File: config.mk
export PLATFORM = sky130hd
export DESIGN_NAME = corelet_ctrl
export DESIGN_NICKNAME = d
export VERILOG_FILES = /design/src/rtl/corelet_ctrl_pkg.sv /design/src/rtl/corelet_ctrl_cnt.sv /design/src/rtl/corelet_ctrl.sv
export SDC_FILE = /design/constraint.sdc
export NUM_CORES = 1
export LEC_CHECK = 0
export BUFFER_PORTS_ARGS = -buffer_cell sky130_fd_sc_hd__buf_4
export CAP_MARGIN = 20
export CORE_ASPECT_RATIO = 0.5
export CORE_MARGIN = 5
export CORE_UTILIZATION = 25
export DETAILED_ROUTE_END_ITERATION = 10
export GPL_TIMING_DRIVEN = 0
export HOLD_SLACK_MARGIN = 0.03
export PLACE_DENSITY = 0.43
export SLEW_MARGIN = 5
export SYNTH_ARGS = -nofsm -noshare
export SYNTH_HDL_FRONTEND = slang
export SYNTH_SLANG_ARGS = --single-unit
File: constraint.sdc
create_clock -name clk -period 3.9 [get_ports clk]
set_input_delay 0.39 -clock clk [delete_from_list [all_inputs] [get_ports clk]]
set_output_delay 0.39 -clock clk [all_outputs]
set_load 0.01 [all_outputs]
File: src/rtl/corelet_ctrl_pkg.sv
// Shared types and constants for the corelet controller.
package corelet_ctrl_pkg;

    localparam int unsigned INST_W = 34;
    localparam int unsigned CNT_W  = 8;

    // Bit positions on the corelet instruction bus.
    localparam int unsigned B_L0_WR = 2;
    localparam int unsigned B_L0_RD = 3;
    localparam int unsigned B_IF_RD = 4;
    localparam int unsigned B_IF_WR = 5;
    localparam int unsigned B_OF_RD = 6;
    localparam int unsigned B_ACC   = 33;

    // inst[1:0] encodings.
    localparam logic [1:0] IW_NONE  = 2'b00;
    localparam logic [1:0] IW_KLOAD = 2'b01;
    localparam logic [1:0] IW_EXEC  = 2'b10;

    typedef enum logic [2:0] {
        S_IDLE,
        S_KLOAD,
        S_KPUSH,
        S_GAP,
        S_XLOAD,
        S_EXEC,
        S_DRAIN,
        S_DONE
    } state_t;

endpackage

File: src/rtl/corelet_ctrl_cnt.sv
// Loadable down-counter with a zero flag; saturates at zero.
module ctrl_cnt
    import corelet_ctrl_pkg::*;
#(
    parameter int unsigned w = CNT_W
) (
    input  logic         clk,
    input  logic         reset,
    input  logic         load,
    input  logic [w-1:0] load_val,
    input  logic         dec,
    output logic         zero
);

    logic [w-1:0] count;

    // Load has priority over decrement.
    always_ff @(posedge clk or posedge reset) begin
        if (reset) begin
            count <= '0;
        end else if (load) begin
            count <= load_val;
        end else if (dec && (count != '0)) begin
            count <= count - w'(1);
        end
    end

    assign zero = (count == '0);

endmodule

File: src/rtl/corelet_ctrl.sv
// Corelet job sequencer: kernel load/push, activation load/execute, OFIFO drain.
module corelet_ctrl
    import corelet_ctrl_pkg::*;
#(
    parameter int unsigned row    = 8,
    parameter int unsigned col    = 8,
    parameter int unsigned depth  = 64,
    parameter int unsigned addr_w = 11
) (
    input  logic              clk,
    input  logic              reset,
    input  logic              start,
    input  logic [addr_w-1:0] w_base,
    input  logic [addr_w-1:0] a_base,
    input  logic [6:0]        num_act,
    input  logic              acc_cfg,
    input  logic              l0_o_full,
    input  logic              ofifo_valid,
    output logic [INST_W-1:0] inst,
    output logic              xmem_cen,
    output logic [addr_w-1:0] xmem_addr,
    output logic              busy,
    output logic              done,
    output logic              err
);

    localparam logic [6:0]       DEPTH_N = 7'(depth);
    localparam logic [CNT_W-1:0] OCC_MAX = CNT_W'(depth);

    state_t            state;
    logic [addr_w-1:0] nxt_addr;
    logic [addr_w-1:0] a_base_q;
    logic [6:0]        num_act_q;
    logic              acc_q;
    logic              rd_q;
    logic [CNT_W-1:0]  occ;

    logic              rd_req, push_k, push_x, of_rd;
    logic              vc_load, vc_dec, vc_zero;
    logic              gc_load, gc_dec, gc_zero;
    logic              dc_load, dc_dec, dc_zero;
    logic [CNT_W-1:0]  vc_val, gc_val, dc_val;
    logic              wr_drop, wr_fire, l0_rd, occ_nz;
    logic [INST_W-1:0] inst_d;

    ctrl_cnt #(.w(CNT_W)) u_vec_cnt (
        .clk(clk), .reset(reset), .load(vc_load), .load_val(vc_val), .dec(vc_dec), .zero(vc_zero)
    );
    ctrl_cnt #(.w(CNT_W)) u_gap_cnt (
        .clk(clk), .reset(reset), .load(gc_load), .load_val(gc_val), .dec(gc_dec), .zero(gc_zero)
    );
    ctrl_cnt #(.w(CNT_W)) u_drain_cnt (
        .clk(clk), .reset(reset), .load(dc_load), .load_val(dc_val), .dec(dc_dec), .zero(dc_zero)
    );

    // A read issued last cycle lands in L0 now, unless L0 is full.
    assign occ_nz  = (occ != '0);
    assign wr_drop = rd_q & (l0_o_full | (occ >= OCC_MAX));
    assign wr_fire = rd_q & ~wr_drop;
    assign l0_rd   = push_k | push_x;

    // Per-state action intents and counter control; load cycles run one extra cycle to let the last write land.
    always_comb begin
        rd_req  = 1'b0;
        push_k  = 1'b0;
        push_x  = 1'b0;
        of_rd   = 1'b0;
        vc_load = 1'b0;
        vc_val  = '0;
        vc_dec  = 1'b0;
        gc_load = 1'b0;
        gc_val  = '0;
        gc_dec  = 1'b0;
        dc_load = 1'b0;
        dc_val  = '0;
        dc_dec  = 1'b0;
        unique case (state)
            S_IDLE: begin
                if (start) begin
                    vc_load = 1'b1;
                    vc_val  = CNT_W'(col);
                    dc_load = 1'b1;
                    dc_val  = CNT_W'(num_act);
                end
            end
            S_KLOAD: begin
                if (!vc_zero) begin
                    rd_req = 1'b1;
                    vc_dec = 1'b1;
                end else begin
                    vc_load = 1'b1;
                    vc_val  = CNT_W'(col - 1);
                end
            end
            S_KPUSH: begin
                push_k = 1'b1;
                if (vc_zero) begin
                    gc_load = 1'b1;
                    gc_val  = CNT_W'(row - 1);
                end else begin
                    vc_dec = 1'b1;
                end
            end
            S_GAP: begin
                if (!gc_zero) begin
                    gc_dec = 1'b1;
                end else if (num_act_q != '0) begin
                    vc_load = 1'b1;
                    vc_val  = CNT_W'(num_act_q);
                end
            end
            S_XLOAD: begin
                if (!vc_zero) begin
                    rd_req = 1'b1;
                    vc_dec = 1'b1;
                end else begin
                    vc_load = 1'b1;
                    vc_val  = CNT_W'(num_act_q - 7'd1);
                end
            end
            S_EXEC: begin
                push_x = 1'b1;
                vc_dec = ~vc_zero;
            end
            S_DRAIN: begin
                if (!dc_zero && ofifo_valid) begin
                    of_rd  = 1'b1;
                    dc_dec = 1'b1;
                end
            end
            default: ;
        endcase
    end

    // Next instruction word; accumulate follows each OFIFO read by one cycle.
    always_comb begin
        inst_d          = '0;
        inst_d[B_L0_WR] = wr_fire;
        inst_d[B_L0_RD] = l0_rd;
        inst_d[B_OF_RD] = of_rd;
        inst_d[B_ACC]   = acc_q & inst[B_OF_RD];
        if (push_k) begin
            inst_d[1:0] = IW_KLOAD;
        end else if (push_x) begin
            inst_d[1:0] = IW_EXEC;
        end else begin
            inst_d[1:0] = IW_NONE;
        end
    end

    // Sequencer state, job capture and registered outputs.
    always_ff @(posedge clk or posedge reset) begin
        if (reset) begin
            state     <= S_IDLE;
            inst      <= '0;
            xmem_cen  <= 1'b1;
            xmem_addr <= '0;
            busy      <= 1'b0;
            done      <= 1'b0;
            err       <= 1'b0;
            nxt_addr  <= '0;
            a_base_q  <= '0;
            num_act_q <= '0;
            acc_q     <= 1'b0;
            rd_q      <= 1'b0;
            occ       <= '0;
        end else begin
            inst     <= inst_d;
            xmem_cen <= ~rd_req;
            rd_q     <= rd_req;
            done     <= 1'b0;
            occ      <= occ + CNT_W'(wr_fire) - CNT_W'(l0_rd & occ_nz);
            if (wr_drop) begin
                err <= 1'b1;
            end
            if (rd_req) begin
                xmem_addr <= nxt_addr;
                nxt_addr  <= nxt_addr + addr_w'(1);
            end
            unique case (state)
                S_IDLE: begin
                    if (start) begin
                        a_base_q  <= a_base;
                        num_act_q <= num_act;
                        acc_q     <= acc_cfg;
                        nxt_addr  <= w_base;
                        busy      <= 1'b1;
                        if (num_act > DEPTH_N) begin
                            err   <= 1'b1;
                            done  <= 1'b1;
                            state <= S_DONE;
                        end else begin
                            state <= S_KLOAD;
                        end
                    end
                end
                S_KLOAD: if (vc_zero) state <= S_KPUSH;
                S_KPUSH: if (vc_zero) state <= S_GAP;
                S_GAP: begin
                    if (gc_zero) begin
                        if (num_act_q == '0) begin
                            done  <= 1'b1;
                            state <= S_DONE;
                        end else begin
                            nxt_addr <= a_base_q;
                            state    <= S_XLOAD;
                        end
                    end
                end
                S_XLOAD: if (vc_zero) state <= S_EXEC;
                S_EXEC:  if (vc_zero) state <= S_DRAIN;
                S_DRAIN: begin
                    if (dc_zero) begin
                        done  <= 1'b1;
                        state <= S_DONE;
                    end
                end
                S_DONE: begin
                    busy  <= 1'b0;
                    state <= S_IDLE;
                end
                default: state <= S_IDLE;
            endcase
        end
    end

endmodule

==> results of run 1 <==
cells in the final DEF (no fill, tap or decap), types with 4 or more instances in the layout:
cell type / synthesis / routed
dfrtp_1: 86 / 86
buf_2: 6 / 6
ha_1: 20 / 20
or4_1: 6 / 6
buf_4: 28 / 82
xor2_1: 17 / 17
mux2i_1: 4 / 4
nand2b_1: 5 / 5
o21ai_1: 16 / 16
clkbuf_1: 9 / 9
mux2_1: 6 / 6
nor2_1: 24 / 24
o21ai_0: 12 / 12
nand3_1: 13 / 13
and2_1: 4 / 4
mux2_2: 5 / 5
inv_1: 30 / 29
o211ai_1: 8 / 8
clkbuf_16: 0 / 9
xnor2_1: 14 / 14
a21oi_1: 15 / 15
and3_1: 6 / 6
nor3_1: 4 / 4
conb_1: 1 / 28
nand2_1: 86 / 86
a22oi_1: 11 / 11
power breakdown:
group	internal (mW)	switching [mW]
logic	0.0435	0.0448
clock network	0.566	0.370
registers	0.902	0
through the flow:
| stage | TNS (ns) | setup WS (ns) | instance area, um^2 | util [%] | hold slack [ns] |
|---|---|---|---|---|---|
| after CTS | 0 | 0.1824 | 6030 | 31.35 | 0.1087 |
| after global placement | -5.597 | -0.07289 | 5679 | 29.53 | 0.4630 |
| final | 0 | 0.4207 | 6031 | 31.36 | 0.09247 |
| after detailed placement | 0 | 0.2106 | 5709 | 29.68 | 0.4664 |
| after floorplan | 0 | 0.8416 | 4941 | - | 0.4380 |
| after global routing | 0 | 0.04843 | 6031 | 31.36 | 0.1408 |
routing by layer:
metal / vias up / GRT usage [%] / share of wire, % / wire (um)
met4: 0 / 2.733 / 0.95 / 114
met1: 1745 / 15.41 / 49 / 5876
met2: 57 / 17.93 / 46 / 5534
met3: 10 / 2.847 / 4.3 / 524
met5: - / 0 / 0 / 0
li1: 1830 / - / - / -
area by class of cell:
cell class,instances,area [um^2],share of cell area [%]
inverters,30,115.1,1.909
flip-flops and latches,87,2178,36.12
multi-input cells,359,2365,39.21
repair buffers,55,432.9,7.178
well taps,266,332.8,5.519
clock inverters,6,91.34,1.515
clock buffers,10,229.0,3.797
plain buffers,44,286.5,4.751
synthesized netlist by cell type, drive strengths merged (2+ instances only):
| library cell | count | share of area [%] |
|---|---|---|
| o311a | 2 | 0.41 |
| nor4 | 3 | 1.1 |
| a21oi | 15 | 1.6 |
| inv | 30 | 2.3 |
| a22oi | 11 | 1.7 |
| mux2 | 11 | 2.6 |
| and3b | 2 | 0.36 |
| or3 | 3 | 0.39 |
| o221ai | 2 | 0.36 |
| o211ai | 8 | 1.2 |
| nand2b | 5 | 0.65 |
| nand2 | 86 | 6.7 |
| nor2 | 24 | 1.9 |
| and2 | 5 | 0.70 |
| buf | 35 | 5.2 |
| o311ai | 3 | 0.91 |
| nor3 | 7 | 1.3 |
| a221oi | 2 | 0.36 |
| clkbuf | 9 | 0.70 |
| mux2i | 5 | 1.1 |
| or2 | 2 | 0.26 |
| a21boi | 3 | 0.54 |
| or4 | 7 | 1.2 |
| nand3 | 13 | 1.3 |
| nand4b | 3 | 0.85 |
| xnor2 | 14 | 2.5 |
| ha | 20 | 5.2 |
| xor2 | 17 | 3.1 |
| o21ai | 28 | 2.9 |
| dfrtp | 86 | 44 |
| nor3b | 6 | 1.2 |
| and3 | 6 | 0.78 |
| nand4 | 3 | 0.39 |
final timing paths:
check / startpoint / to / cells past startpoint
min in group clk: a_base[2] / a_base_q[2] / 3
max: state[1] / occ[6] / 15
max in group asynchronous: reset / xmem_cen / 3
max reg2reg: state[1] / occ[6] / 15
min: reset / inst[2] / 2
min reg2reg: acc_q / acc_q / 2
sequential cells by signal (all words and copies together) (netlist names):
signal             cells
a_base_q              11
rd_q                   1
state                  3
u_drain_cnt.count      8
done                   1
xmem_cen               1
inst                   6
occ                    8
nxt_addr              11
num_act_q              7
xmem_addr             11
u_gap_cnt.count        8
err                    1
u_vec_cnt.count        8
acc_q                  1
busy                   1
kinds of logic after synthesis:
logic type      Yosys count
fa+ha+maj                21
compound gates           83
xor+xnor                 31
flops                    87
simple gates            180
buf+inv                  74
mux                      16
other cells               1
worst max-delay path, cell delays in order, from the launching register on:
cell      delay [ns]
dfrtp_1         0.44
buf_2           0.31
nor3b_1         0.52
or2_2           0.23
a21boi_0        0.19
ha_1            0.25
inv_1           0.06
ha_1            0.15
inv_1           0.05
fa_1            0.40
nand2b_1        0.16
a21oi_1         0.17
o21ai_0         0.10
a21oi_1         0.15
nor2_1          0.07
xnor2_1         0.12
==> flow_summary.ini, run 1 <==
[finish]
drive_gt1_share_pct = 22.67
antenna_cells = 0
nFillCells = 2047
layout.nets = 642
instances_no_fill = 857
areaGrowthSynthToFinish_pct = 24.61

[logic_synthesis]
ys_types = 65
synth-simple-area-share_pct = 20.09
synth-main-ff-cell = dfrtp_1
yosys.area_share.adder_pct = 5.584
muxShareOfSynthArea_pct = 3.671
synth_compound_area_share_pct = 11.74
synth_xor_area_share_pct = 5.610
ys_seq_area_share_pct = 45.01
synth_top_family_by_area = simple AND/OR/NAND/NOR gates
async_flop_share_pct = 100.0
synth_edf_count = 0
ys_ff_latch = 87
synthCells = 493
yosysWarningCount = 0
syn_area_per_cell_um2 = 9.817
synth_area_mm2 = 0.004840

[min_path]
worstHoldPathType = primary input to asynchronous set/reset pin

[power_and_ir_drop]
leakagePower_nw = 2.894
power_mw = 1.926
vdd_drop_max_mv = 0.1940
powerDensity_mw_per_mm2 = 319.4

[routing]
drt_iter0_drc = 179
postRouteAntennaNets = 0
finalWirelength_um = 12050
vias = 3642
via_per_inst = 4.250
drc_errors = 0
firstDrtPassIters = 4
wl_per_cell_um = 14.06

[global_route]
grt_pass1_wl_um = 19600
overflow = 0
grt_pass1_vias = 3567
antenna_found_initial = 0
grt_max_degree = 50
track_usage_pct = 11.25

[sta]
min_period_ns = 3.479
finalHoldViolCount = 0
setup_viol = 0
fin_skew_ns = 0.009798
maxSlewViolCount = 0
fmax_mhz = 287.4
rsz0062_at_grt = false
worstMarginPinSlew_ns = 0.7582
fin_crit_sh_pct = 89.21
slew_headroom_pct = 49.18

[critical_path]
start_kind = flop
critical_path_class = flop to flop
arrival_ns = 3.71
r2r_slack_ns = 0.42
required_ns = 4.13
cp_max_fo = 10
critPathCaptureType = flop

[clocking]
cts_buffers = 9
insertion_delay_ns = 0.34
post-cts-setup-buffer-count = 0
post_cts_resized = 0
ctsHoldBuffers = 0
clk_path_buf_depth = 2
h-tree-depth = 3
cts_root_buf = clkbuf_16
cts_tree = built
cts_sinks = 87
clk_pin_slew_ns = 0.07

[placed_design]
place_hpwl_um = 9198
gp_congestion = 0.7537
placed_cells = 841
port_buffers = 54

[flow_run]
max-cap-violations = 0

[status]
status = finished, final reports clean

[floorplan]
die_area_mm2 = 0.02241
fp-row-count = 36
initial_core_util_pct = 25.16
die_y_um = 108.4
die_w_um = 206.8
io_pins = 84
core_mm2 = 0.01923
Note: power is estimated with default switching activity, not from simulation.
==> run 2, diff against run 1 <==
==> constraint.sdc (replaced) <==
create_clock -name clk -period 3.9 [get_ports clk]
set_input_delay 0 -clock clk [delete_from_list [all_inputs] [get_ports clk]]
set_output_delay 0 -clock clk [all_outputs]
set_load 0.01 [all_outputs]
==> run 2 against run 1 <==
  * Flip-flop and latch count unchanged
  * Design area up 5.1%
  * Die area unchanged
  * Power up 1.3%
  * Global-route usage up 0.21 points
  * First-iteration DRC count up 6.7%
  * Final cell count up 3.6%
  * Register-to-register slack about the same
  * Clock skew about the same
  * Non-clock buffer count up 31
  * Clock-buffer cell count unchanged
  * Combinational power up 28%
  * Largest cell class unchanged
  * Largest power group unchanged
  * Highest routed layer unchanged
==> flow_summary.ini, run 2 (synthesized netlist as in run 1, its figures left out) <==
[status]
status = finished, final reports clean

[power_and_ir_drop]
vdd_drop_max_mv = 0.1937
pwr-share-comb_pct = 5.8
p_seq_share_pct = 46.2
p_clk_share_pct = 48.0
p_int_mw = 1.532
p_sw_share_pct = 21.52
powerDensity_mw_per_mm2 = 307.9
leakagePower_nw = 3.024
switching_power_mw = 0.4201

[clocking]
cts_sinks = 87
cts_buffers = 9
post-cts-setup-buffer-count = 0
clk_pin_slew_ns = 0.07
insertion_delay_ns = 0.34
cts_tree = built
h-tree-depth = 3
clk_path_buf_depth = 2
cts_root_buf = clkbuf_16

[critical_path]
critical_path.startpoint = state[1]
r2r_start = state[1]
critPathCaptureType = flop
required_ns = 4.13
critical_path_class = flop to flop
reg2reg_to = occ[6]
arrival_ns = 3.72
endpoint = occ[6]
r2r_cells = 15
start_kind = flop
cp_max_fo = 10
r2r_slack_ns = 0.42

[sta]
setup_viol = 0
slew_headroom_pct = 48.91
min_period_ns = 3.483
fin_skew_ns = 0.009807
worstMarginPinSlew_ns = 0.7622
fin_ws_ns = 0.4172
finalHoldViolCount = 0
rsz0062_at_grt = false
maxSlewViolCount = 0
setup_tns_ns = 0
fmax_mhz = 287.1
fin_crit_sh_pct = 89.30

[floorplan]
fp-row-count = 36
die_y_um = 108.4
core_mm2 = 0.01923
io_pins = 84
initial_core_util_pct = 25.16
die_w_um = 206.8
die_area_mm2 = 0.02241

[finish]
top_regs = a_base_q (11), nxt_addr (11), xmem_addr (11)
areaGrowthSynthToFinish_pct = 31.02
layout.nets = 673
nFillCells = 2021
layout_common_cells = nand2_1, dfrtp_1, buf_4
drive_gt1_share_pct = 21.54
antenna_cells = 0

[routing]
wl_per_cell_um = 13.84
finalWirelength_um = 12290
postRouteAntennaNets = 0
firstDrtPassIters = 4
vias = 3768
drc_errors = 0
drt_iter0_drc = 191
via_per_inst = 4.243

[placed_design]
place_hpwl_um = 9198
dpl_worst_slack_ns = 0.2106
gp_congestion = 0.7537
port_buffers = 54

[global_route]
antenna_found_initial = 0
grt_pass1_vias = 3690
track_usage_pct = 11.46
grt_max_degree = 50
overflow = 0
grt_pass1_wl_um = 20040

[min_path]
worstHoldPathType = primary input to flop
worstHoldStart = start

[flow_run]
max-cap-violations = 0
## run 2: cell types whose count changed in the layout (fill, tap and decap cells not counted)
cell | previous run | this run
dlygate4sd3_1 | 0 | 31
## run 2: routing by layer
layer  up-vias  share of wire, %  global-route usage, %  routed length (um)
met5         -                 0                      0                   0
met2        65                46                  18.59                5654
met4         0              0.93                  2.733                 114
met3        10               4.5                  2.757                 555
met1      1799                49                  15.55                5962
li1       1894                 -                      -                   -
## run 2: critical path: stages, from the launching register on
cell and delay (ns):
dfrtp_1 0.44, buf_2 0.31, nor3b_1 0.52, or2_2 0.23
a21boi_0 0.19, ha_1 0.25, inv_1 0.06, ha_1 0.15
inv_1 0.05, fa_1 0.40, nand2b_1 0.16, a21oi_1 0.17
o21ai_0 0.10, a21oi_1 0.15, nor2_1 0.07, xnor2_1 0.12
## run 2: per-stage QoR
step                std cells  power, mW  area, um^2  utilization (%)  hold WS, ns
global route              888      2.038        6341            32.97      0.09885
floorplan                 520     0.9680        4941                -       0.1054
finish                    888      1.952        6341            32.97      0.06825
detailed placement        841      1.009        5709            29.68      0.09299
CTS                       888      1.986        6340            32.96      0.05981
global placement          840      1.005        5679            29.53       0.1976
## run 2: repair_timing
| action | 4_1_cts | 5_1_grt |
|---|---|---|
| setup endpoints to repair | 0 | 2 |
| gates resized for setup | 0 | 2 |
| endpoints found under the hold margin | 76 | 0 |
| hold buffers | 31 | 0 |
## run 2: power by group through the flow
| stage | clock network [mW] | registers [mW] | logic, mW |
|---|---|---|---|
| floorplan | 0 | 0.919 | 0.0487 |
| global placement | 0 | 0.919 | 0.0857 |
| detailed placement | 0 | 0.919 | 0.0898 |
| CTS | 0.970 | 0.902 | 0.115 |
| global route | 1.01 | 0.901 | 0.127 |
| finish | 0.937 | 0.902 | 0.113 |
## run 2: cell type report
cell class / instances / area [um^2] / area share, %
clock buffer: 10 / 229.0 / 3.611
clock inverter: 6 / 91.34 / 1.440
buffer: 44 / 286.5 / 4.519
tap: 266 / 332.8 / 5.249
sequential: 87 / 2178 / 34.35
timing repair buffer: 86 / 743.2 / 11.72
inverter: 30 / 115.1 / 1.815
multi-input combinational: 359 / 2365 / 37.29
## run 2: how the worst min path moves through the flow
stage,to,slack (ns),cells after the start
detailed placement,inst[2],0.09,2
global route,err,0.1,3
CTS,busy,0.06,3
floorplan,a_base_q[0],0.11,2
global placement,a_base_q[8],0.20,3
finish,busy,0.07,3
